<file path="config.mk">
export PLATFORM = sky130hd
export DESIGN_NAME = decode_execute_reg_flat
export DESIGN_NICKNAME = d
export VERILOG_FILES = /design/src/rtl/decode_execute_reg_if.sv /design/src/rtl/decode_execute_reg.sv /design/src/flat_wrapper.sv
export SDC_FILE = /design/constraint.sdc
export NUM_CORES = 1
export LEC_CHECK = 0
export BUFFER_PORTS_ARGS = -buffer_cell sky130_fd_sc_hd__buf_2
export CORE_AREA = 2 2 173 175
export DETAILED_ROUTE_END_ITERATION = 8
export DIE_AREA = 0 0 175 177
export HOLD_SLACK_MARGIN = 0.12
export PLACE_DENSITY = 0.67
export SETUP_SLACK_MARGIN = 0.1
export SLEW_MARGIN = 20
export SYNTH_ARGS = -nofsm -noshare
export SYNTH_HDL_FRONTEND = slang
export SYNTH_SLANG_ARGS = --single-unit
export TNS_END_PERCENT = 10
</file>
<file path="constraint.sdc">
create_clock -name clk -period 1.8 [get_ports clk]
set_clock_uncertainty 0.1 [all_clocks]
set_input_delay 0.27 -clock clk [delete_from_list [all_inputs] [get_ports clk]]
set_output_delay 0.27 -clock clk [all_outputs]
set_load 0.05 [all_outputs]
</file>
<file path="src/rtl/decode_execute_reg_if.sv">
// Bundle of D->E pipeline signals, upstream control and E register outputs.
// master drives the D/d-side inputs and observes E/control; slave is the register.
interface decode_execute_reg_if;
   logic [3:0]         D_Ins_Code;
   logic [3:0]         D_Ins_fun;
   logic [2:0]         d_stat;
   logic signed [63:0] D_Val_C;
   logic signed [63:0] d_value_A;
   logic signed [63:0] d_value_B;
   logic [3:0]         d_srcA;
   logic [3:0]         d_srcB;
   logic [3:0]         d_dstE;
   logic [3:0]         d_dstM;
   logic [3:0]         M_Ins_Code;
   logic               e_Cnd;
   logic [2:0]         W_stat;

   logic [3:0]         E_Ins_Code;
   logic [3:0]         E_Ins_fun;
   logic [2:0]         E_stat;
   logic signed [63:0] E_Val_C;
   logic signed [63:0] E_value_A;
   logic signed [63:0] E_value_B;
   logic [3:0]         E_srcA;
   logic [3:0]         E_srcB;
   logic [3:0]         E_dstE;
   logic [3:0]         E_dstM;
   logic               F_stall;
   logic               D_stall;
   logic               D_bubble;

   modport master (
      output D_Ins_Code, D_Ins_fun, d_stat, D_Val_C, d_value_A, d_value_B,
             d_srcA, d_srcB, d_dstE, d_dstM, M_Ins_Code, e_Cnd, W_stat,
      input  E_Ins_Code, E_Ins_fun, E_stat, E_Val_C, E_value_A, E_value_B,
             E_srcA, E_srcB, E_dstE, E_dstM, F_stall, D_stall, D_bubble
   );

   modport slave (
      input  D_Ins_Code, D_Ins_fun, d_stat, D_Val_C, d_value_A, d_value_B,
             d_srcA, d_srcB, d_dstE, d_dstM, M_Ins_Code, e_Cnd, W_stat,
      output E_Ins_Code, E_Ins_fun, E_stat, E_Val_C, E_value_A, E_value_B,
             E_srcA, E_srcB, E_dstE, E_dstM, F_stall, D_stall, D_bubble
   );
endinterface

</file>
<file path="src/rtl/decode_execute_reg.sv">
// Y86-64 D->E pipeline register with hazard detection and upstream stall/bubble control.
// Optional feature: define HAZARD_STATS_EN to add saturating 32-bit hazard counters.
module decode_execute_reg #(
   parameter logic [3:0] NOP_CODE = 4'd1,
   parameter logic [3:0] RNONE    = 4'hF,
   parameter logic [2:0] STAT_AOK = 3'd1
) (
   input  logic                 clk,
   input  logic                 rst_n,
   decode_execute_reg_if.slave  bus
`ifdef HAZARD_STATS_EN
   ,
   output logic [31:0]          loaduse_count,
   output logic [31:0]          mispredict_count,
   output logic [31:0]          ret_stall_count
`endif
);

   localparam logic [3:0] IMRMOVQ = 4'd5;
   localparam logic [3:0] IJXX    = 4'd7;
   localparam logic [3:0] IRET    = 4'd9;
   localparam logic [3:0] IPOPQ   = 4'd11;

   logic [3:0]         icode_q, ifun_q;
   logic [2:0]         stat_q;
   logic signed [63:0] valc_q, vala_q, valb_q;
   logic [3:0]         srca_q, srcb_q, dste_q, dstm_q;

   logic load_use, mispredict, ret_haz, halt_freeze, e_bubble;

   // Hazard terms from the current E contents and incoming decode fields
   always_comb begin
      load_use    = ((icode_q == IMRMOVQ) || (icode_q == IPOPQ)) && (dstm_q != RNONE) &&
                    ((dstm_q == bus.d_srcA) || (dstm_q == bus.d_srcB));
      mispredict  = (icode_q == IJXX) && !bus.e_Cnd;
      ret_haz     = (bus.D_Ins_Code == IRET) || (icode_q == IRET) || (bus.M_Ins_Code == IRET);
      halt_freeze = (bus.W_stat != STAT_AOK);
      e_bubble    = mispredict || load_use;
   end

   // Upstream control; a non-AOK status in W freezes fetch/decode and suppresses bubbles
   always_comb begin
      if (halt_freeze) begin
         bus.F_stall  = 1'b1;
         bus.D_stall  = 1'b1;
         bus.D_bubble = 1'b0;
      end else begin
         bus.F_stall  = load_use || ret_haz;
         bus.D_stall  = load_use;
         bus.D_bubble = mispredict || (ret_haz && !load_use);
      end
   end

   // E register: freeze holds, bubble loads a nop, otherwise capture decode outputs
   always_ff @(posedge clk or negedge rst_n) begin
      if (!rst_n) begin
         icode_q <= NOP_CODE;
         ifun_q  <= 4'd0;
         stat_q  <= STAT_AOK;
         valc_q  <= '0;
         vala_q  <= '0;
         valb_q  <= '0;
         srca_q  <= RNONE;
         srcb_q  <= RNONE;
         dste_q  <= RNONE;
         dstm_q  <= RNONE;
      end else if (halt_freeze) begin
         icode_q <= icode_q;
      end else if (e_bubble) begin
         icode_q <= NOP_CODE;
         ifun_q  <= 4'd0;
         stat_q  <= STAT_AOK;
         valc_q  <= '0;
         vala_q  <= '0;
         valb_q  <= '0;
         srca_q  <= RNONE;
         srcb_q  <= RNONE;
         dste_q  <= RNONE;
         dstm_q  <= RNONE;
      end else begin
         icode_q <= bus.D_Ins_Code;
         ifun_q  <= bus.D_Ins_fun;
         stat_q  <= bus.d_stat;
         valc_q  <= bus.D_Val_C;
         vala_q  <= bus.d_value_A;
         valb_q  <= bus.d_value_B;
         srca_q  <= bus.d_srcA;
         srcb_q  <= bus.d_srcB;
         dste_q  <= bus.d_dstE;
         dstm_q  <= bus.d_dstM;
      end
   end

   // Drive the E register onto the bus
   always_comb begin
      bus.E_Ins_Code = icode_q;
      bus.E_Ins_fun  = ifun_q;
      bus.E_stat     = stat_q;
      bus.E_Val_C    = valc_q;
      bus.E_value_A  = vala_q;
      bus.E_value_B  = valb_q;
      bus.E_srcA     = srca_q;
      bus.E_srcB     = srcb_q;
      bus.E_dstE     = dste_q;
      bus.E_dstM     = dstm_q;
   end

`ifdef HAZARD_STATS_EN
   localparam logic [31:0] CNT_MAX = 32'hFFFF_FFFF;

   // Saturating hazard counters, idle while the pipeline is frozen
   always_ff @(posedge clk or negedge rst_n) begin
      if (!rst_n) begin
         loaduse_count    <= '0;
         mispredict_count <= '0;
         ret_stall_count  <= '0;
      end else if (!halt_freeze) begin
         if (load_use && (loaduse_count != CNT_MAX)) begin
            loaduse_count <= loaduse_count + 32'd1;
         end
         if (mispredict && (mispredict_count != CNT_MAX)) begin
            mispredict_count <= mispredict_count + 32'd1;
         end
         if (ret_haz && (ret_stall_count != CNT_MAX)) begin
            ret_stall_count <= ret_stall_count + 32'd1;
         end
      end
   end
`endif

endmodule

</file>
<file path="src/flat_wrapper.sv">
// flat-port wrapper written by rule: the top's interface ports become plain ports
module decode_execute_reg_flat 
#(
   parameter logic [3:0] NOP_CODE = 4'd1,
   parameter logic [3:0] RNONE    = 4'hF,
   parameter logic [2:0] STAT_AOK = 3'd1
)
  (clk, rst_n, bus_D_Ins_Code, bus_D_Ins_fun, bus_d_stat, bus_D_Val_C, bus_d_value_A, bus_d_value_B, bus_d_srcA, bus_d_srcB, bus_d_dstE, bus_d_dstM, bus_M_Ins_Code, bus_e_Cnd, bus_W_stat, bus_E_Ins_Code, bus_E_Ins_fun, bus_E_stat, bus_E_Val_C, bus_E_value_A, bus_E_value_B, bus_E_srcA, bus_E_srcB, bus_E_dstE, bus_E_dstM, bus_F_stall, bus_D_stall, bus_D_bubble);
  decode_execute_reg_if bus_i ();
  input  logic clk;
  input  logic rst_n;
  input wire logic [$bits(bus_i.D_Ins_Code)-1:0] bus_D_Ins_Code;
  input wire logic [$bits(bus_i.D_Ins_fun)-1:0] bus_D_Ins_fun;
  input wire logic [$bits(bus_i.d_stat)-1:0] bus_d_stat;
  input wire logic [$bits(bus_i.D_Val_C)-1:0] bus_D_Val_C;
  input wire logic [$bits(bus_i.d_value_A)-1:0] bus_d_value_A;
  input wire logic [$bits(bus_i.d_value_B)-1:0] bus_d_value_B;
  input wire logic [$bits(bus_i.d_srcA)-1:0] bus_d_srcA;
  input wire logic [$bits(bus_i.d_srcB)-1:0] bus_d_srcB;
  input wire logic [$bits(bus_i.d_dstE)-1:0] bus_d_dstE;
  input wire logic [$bits(bus_i.d_dstM)-1:0] bus_d_dstM;
  input wire logic [$bits(bus_i.M_Ins_Code)-1:0] bus_M_Ins_Code;
  input wire logic [$bits(bus_i.e_Cnd)-1:0] bus_e_Cnd;
  input wire logic [$bits(bus_i.W_stat)-1:0] bus_W_stat;
  output wire logic [$bits(bus_i.E_Ins_Code)-1:0] bus_E_Ins_Code;
  output wire logic [$bits(bus_i.E_Ins_fun)-1:0] bus_E_Ins_fun;
  output wire logic [$bits(bus_i.E_stat)-1:0] bus_E_stat;
  output wire logic [$bits(bus_i.E_Val_C)-1:0] bus_E_Val_C;
  output wire logic [$bits(bus_i.E_value_A)-1:0] bus_E_value_A;
  output wire logic [$bits(bus_i.E_value_B)-1:0] bus_E_value_B;
  output wire logic [$bits(bus_i.E_srcA)-1:0] bus_E_srcA;
  output wire logic [$bits(bus_i.E_srcB)-1:0] bus_E_srcB;
  output wire logic [$bits(bus_i.E_dstE)-1:0] bus_E_dstE;
  output wire logic [$bits(bus_i.E_dstM)-1:0] bus_E_dstM;
  output wire logic [$bits(bus_i.F_stall)-1:0] bus_F_stall;
  output wire logic [$bits(bus_i.D_stall)-1:0] bus_D_stall;
  output wire logic [$bits(bus_i.D_bubble)-1:0] bus_D_bubble;
  assign bus_i.D_Ins_Code = bus_D_Ins_Code;
  assign bus_i.D_Ins_fun = bus_D_Ins_fun;
  assign bus_i.d_stat = bus_d_stat;
  assign bus_i.D_Val_C = bus_D_Val_C;
  assign bus_i.d_value_A = bus_d_value_A;
  assign bus_i.d_value_B = bus_d_value_B;
  assign bus_i.d_srcA = bus_d_srcA;
  assign bus_i.d_srcB = bus_d_srcB;
  assign bus_i.d_dstE = bus_d_dstE;
  assign bus_i.d_dstM = bus_d_dstM;
  assign bus_i.M_Ins_Code = bus_M_Ins_Code;
  assign bus_i.e_Cnd = bus_e_Cnd;
  assign bus_i.W_stat = bus_W_stat;
  assign bus_E_Ins_Code = bus_i.E_Ins_Code;
  assign bus_E_Ins_fun = bus_i.E_Ins_fun;
  assign bus_E_stat = bus_i.E_stat;
  assign bus_E_Val_C = bus_i.E_Val_C;
  assign bus_E_value_A = bus_i.E_value_A;
  assign bus_E_value_B = bus_i.E_value_B;
  assign bus_E_srcA = bus_i.E_srcA;
  assign bus_E_srcB = bus_i.E_srcB;
  assign bus_E_dstE = bus_i.E_dstE;
  assign bus_E_dstM = bus_i.E_dstM;
  assign bus_F_stall = bus_i.F_stall;
  assign bus_D_stall = bus_i.D_stall;
  assign bus_D_bubble = bus_i.D_bubble;
  decode_execute_reg #(.NOP_CODE(NOP_CODE), .RNONE(RNONE), .STAT_AOK(STAT_AOK)) u_core (.clk(clk), .rst_n(rst_n), .bus(bus_i));
endmodule
</file>
==> results.txt <==
The tools report the data required time at the worst endpoint as 1.43 ns. The number of standard cells after synthesis is 983, and the placeable core region is 29240 sq um. Number of sinks on the clock net: 219. The run gives 10440 as the via count of the routed design. For the starting density of the core, the log shows 33.31%. The count of input and output buffers is 450, and the proportion of register bits with asynchronous set or reset after synthesis is 100.0%.

The die covers 30980 sq um. In this run the register-to-register setup slack is -0.55 ns. For the pin with the worst max-slew slack, the measured transition is 0.6432 ns.

For the worst slack at placement, the log shows -0.2116 ns. In this run the core area contains 63 standard-cell rows. By instance count, the leading cell after synthesis is sky130_fd_sc_hd__nand2_1. The number of levels the H-tree was split into came out at 1. Final hold analysis gives a worst-case slack of 0.1829 ns. Measured along the x axis, the die boundary spans 175 um. The arrival time of data at the critical path endpoint came out at 2.16 ns. After synthesis, the largest family of logic cells by area is compound AO/OA/AOI/OAI gates. Across the run, the number of max-cap violations was 0.

The total of flip-flops plus latches after synthesis was 219; the synthesized area per cell was 9.910 sq um. After synthesis, the cell types taking the most area are sky130_fd_sc_hd__dfrtp_1, sky130_fd_sc_hd__nand2_1, sky130_fd_sc_hd__o31ai_1. Sequential elements use 56.49% of the synthesized area.

Summing all placed instances gives a cell area of 12860 sq um. Yosys printed 0 warnings. The detailed placer's ending HPWL was 23140 um.

The worst setup path is captured at an output pin. The average via count per standard cell works out to 4.996. Initial detailed-routing violation count: 731. Simple-gate share of the synthesized area: 17.89%. The number of enable flip-flop cells after synthesis works out to 0. Of all nets on the critical path, the largest fanout is 5. The most used flip-flop cell after synthesis is sky130_fd_sc_hd__dfrtp_1.

The startpoint kind of the worst setup timing path is a flip-flop. The post-layout worst setup margin was -0.7318 ns. The per-cell routed wire length works out to 17.57 um. The cell type with the highest aggregate area in the netlist is sky130_fd_sc_hd__dfrtp_1. The root buffer selected by CTS was sky130_fd_sc_hd__clkbuf_16. The number of nets handed over by synthesis was 1212.

The fraction of the cycle the final worst path needs came out at 140.7%. The flow ran to the end, but the final reports show violations. Of the total synthesized cell area, the portion taken by full adders, half adders and majority gates is 0%. Ranked by instance count, the synthesized netlist is headed by sky130_fd_sc_hd__nand2_1, sky130_fd_sc_hd__dfrtp_1, sky130_fd_sc_hd__o31ai_1. The synthesized-area fraction occupied by xor and xnor cells is 0.7192%, and the post-synthesis instance area is 9742 sq um. The maximum number of pins on one net before global-route repair is 107, and the clock slew at the register clock pins of the worst setup and hold paths is 0.06 ns. The portion of synthesized area spent on multiplexers is 0%. Summed over all layers, the routed wires come to 36710 um. The tools report the endpoint of the most critical register-to-register path as u_core.bus.E_value_A[1]$_DFFE_PN0N_.

The tools report the total track usage as 22.30%. Setup violations remaining at the end of the flow were counted as 222. The class of the most critical setup path is flip-flop to output pin.

Launching point of the worst reg2reg path: u_core.bus.E_dstM[3]$_DFFE_PN1N_. The antenna violation net count after detailed routing is 0, and the number of antenna violations at the first check in global routing is 4. The final hold violation count is 0.

The post-route netlist has 39.23% of its cells at a drive strength greater than 1. TritonCTS created 25 clock buffers. In this run the count of I/O pins placed on the die edge is 451.

The run gives 0 as the number of remaining DRC errors. Summed over its instances, the top area cell type makes up 51.63% of the synthesized netlist area. Distinct cell type count after synthesis: 23.

The final layout contains 1906 nets. The clock passes through at most 3 buffers. At the end of the flow the core is filled with cells to 56.30%.

With fillers left out, the area of the finished cells amounts to 16460 sq um. The congestion estimate from routability-driven global placement came to 0.8537. The clock latency at the later pin of the worst-skew pair is 0.53 ns, and the number of search-and-repair iterations in the first detailed-routing pass is 5. The checks that failed: negative setup slack. Counting cells, the worst reg-to-reg path comes to 10. For this design the ratio of total power to cell area is 1099 nW/um^2. The remaining global-route overflow was 0; the area growth from synthesis to final layout was 69.01%. The run gives 0 as the count of pins over their slew limit. TritonCTS built the clock tree. The tools report the via count of the first global-routing pass as 10550.

The first global-routing pass estimated 55900 um of wire. In this run the vertical extent of the chip is 177 um. The leakage power figure is 7.876 nW. Measured against its own limit, the worst slew margin works out to 57.12%. The type of the worst min-delay path is primary input to asynchronous set/reset pin.

The synthesized netlist devotes 19.10% of its cell area to compound gates. The smallest clock period supported by the final layout is computed as 2.532 ns. Setup repair after global routing could not meet its margin everywhere.

The worst voltage drop across the vdd grid is 0.0006643 V, and the maximum operating frequency is 0.3950 GHz.
==> layout by cell type, fill, tap and decap left out, drive strengths merged, types with 2 or more instances in the layout <==
master	netlist	layout
nand4	3	3
buf	61	538
dlygate4sd3	0	220
nor3	2	2
clkbuf	36	44
dfrtp	201	201
nor2	2	2
nand2b	19	19
clkinv	0	4
o32a	18	18
o31ai	201	201
diode	0	4
nand2	403	403
inv	0	2
nor4bb	3	3
dfstp	18	18
xnor2	8	8
==> worst max-delay path by stage <==
stage | start | endpoint | slack (ns) | cells past startpoint
after global placement | u_core.bus.E_dstM[0]$_DFFE_PN1N_ | bus_D_bubble | -0.19 | 6
final | u_core.bus.E_dstM[3]$_DFFE_PN1N_ | bus_D_bubble | -0.73 | 6
after detailed placement | u_core.bus.E_dstM[0]$_DFFE_PN1N_ | u_core.bus.E_dstE[1]$_DFFE_PN1N_ | -0.21 | 6
after CTS | u_core.bus.E_dstM[0]$_DFFE_PN1N_ | bus_D_bubble | -0.73 | 6
after floorplan | u_core.bus.E_dstM[2]$_DFFE_PN1N_ | bus_F_stall | -0.52 | 6
after global routing | u_core.bus.E_dstM[3]$_DFFE_PN1N_ | bus_D_bubble | -0.79 | 6
==> cell families (layout without fill, tap and decap cells) <==
kind of cell / Yosys count / after routing
XOR/XNOR: 8 / 8
flip-flops: 219 / 219
other: 0 / 4
AND/OR/NAND/NOR: 438 / 438
AO/OA/AOI/OAI: 221 / 221
buffers and inverters: 97 / 809
==> through the flow <==
step                      total power, mW  setup TNS (ns)  cells
after floorplan                     10.72          -6.975    983
after CTS                           18.04          -42.42   2076
after global placement              12.50          -24.98   1803
after global routing                18.88          -72.55   2088
final                               18.10          -62.21   2089
after detailed placement            12.58          -27.98   1803
==> cell type report <==
type                            count  area (sq um)
Antenna cell                        4         10.01
Clock buffer                       39         738.2
Clock inverter                      6         37.54
Multi-Input combinational cell    667          3892
Fill cell                        2407         12780
Sequential cell                   219          5522
Tap cell                          390         488.0
Timing Repair Buffer              764          5777
==> flip-flops by register name, indices dropped and copies added, names as in the netlist <==
name	count
u_core.bus.E_Val_C	64
u_core.bus.E_value_A	64
u_core.bus.E_value_B	64
u_core.bus.E_Ins_Code	4
u_core.bus.E_Ins_fun	4
u_core.bus.E_dstE	4
u_core.bus.E_dstM	4
u_core.bus.E_srcA	4
u_core.bus.E_srcB	4
u_core.bus.E_stat	3
==> layer usage <==
layer	global-route usage, %	up-vias	share of wire [%]
met2	37.32	539	50
met1	27.16	4996	38
li1	-	4774	-
met4	11.22	0	4.6
met3	5.004	128	8.0
met5	0	-	0
==> where the power goes <==
group / switching (mW) / leakage [nW] / total [mW] / internal [mW]
combinational: 4.82 / 4.79 / 6.85 / 2.02
sequential: 0.524 / 2.70 / 6.39 / 5.87
clock: 2.05 / 0.385 / 4.86 / 2.81
total: 7.40 / 7.88 / 18.1 / 10.7
==> worst max-delay path: stages (launching register included) <==
cell and delay, ns:
sky130_fd_sc_hd__dfstp_4 0.65, sky130_fd_sc_hd__xnor2_1 0.14, sky130_fd_sc_hd__nand4_1 0.17, sky130_fd_sc_hd__a21oi_4 0.23, sky130_fd_sc_hd__buf_4 0.19, sky130_fd_sc_hd__nor3_4 0.05
sky130_fd_sc_hd__buf_4 0.19
==> timing repair <==
item	4_1_cts	5_1_grt
setup endpoints to repair	239	231
buffers inserted	6	4
gates resized for setup	51	34
gates cloned	2	5
pin swaps	5	4
hold buffers	220	0
endpoints found under the hold margin	426	0
No activity file was read; power rests on OpenSTA's default activity.
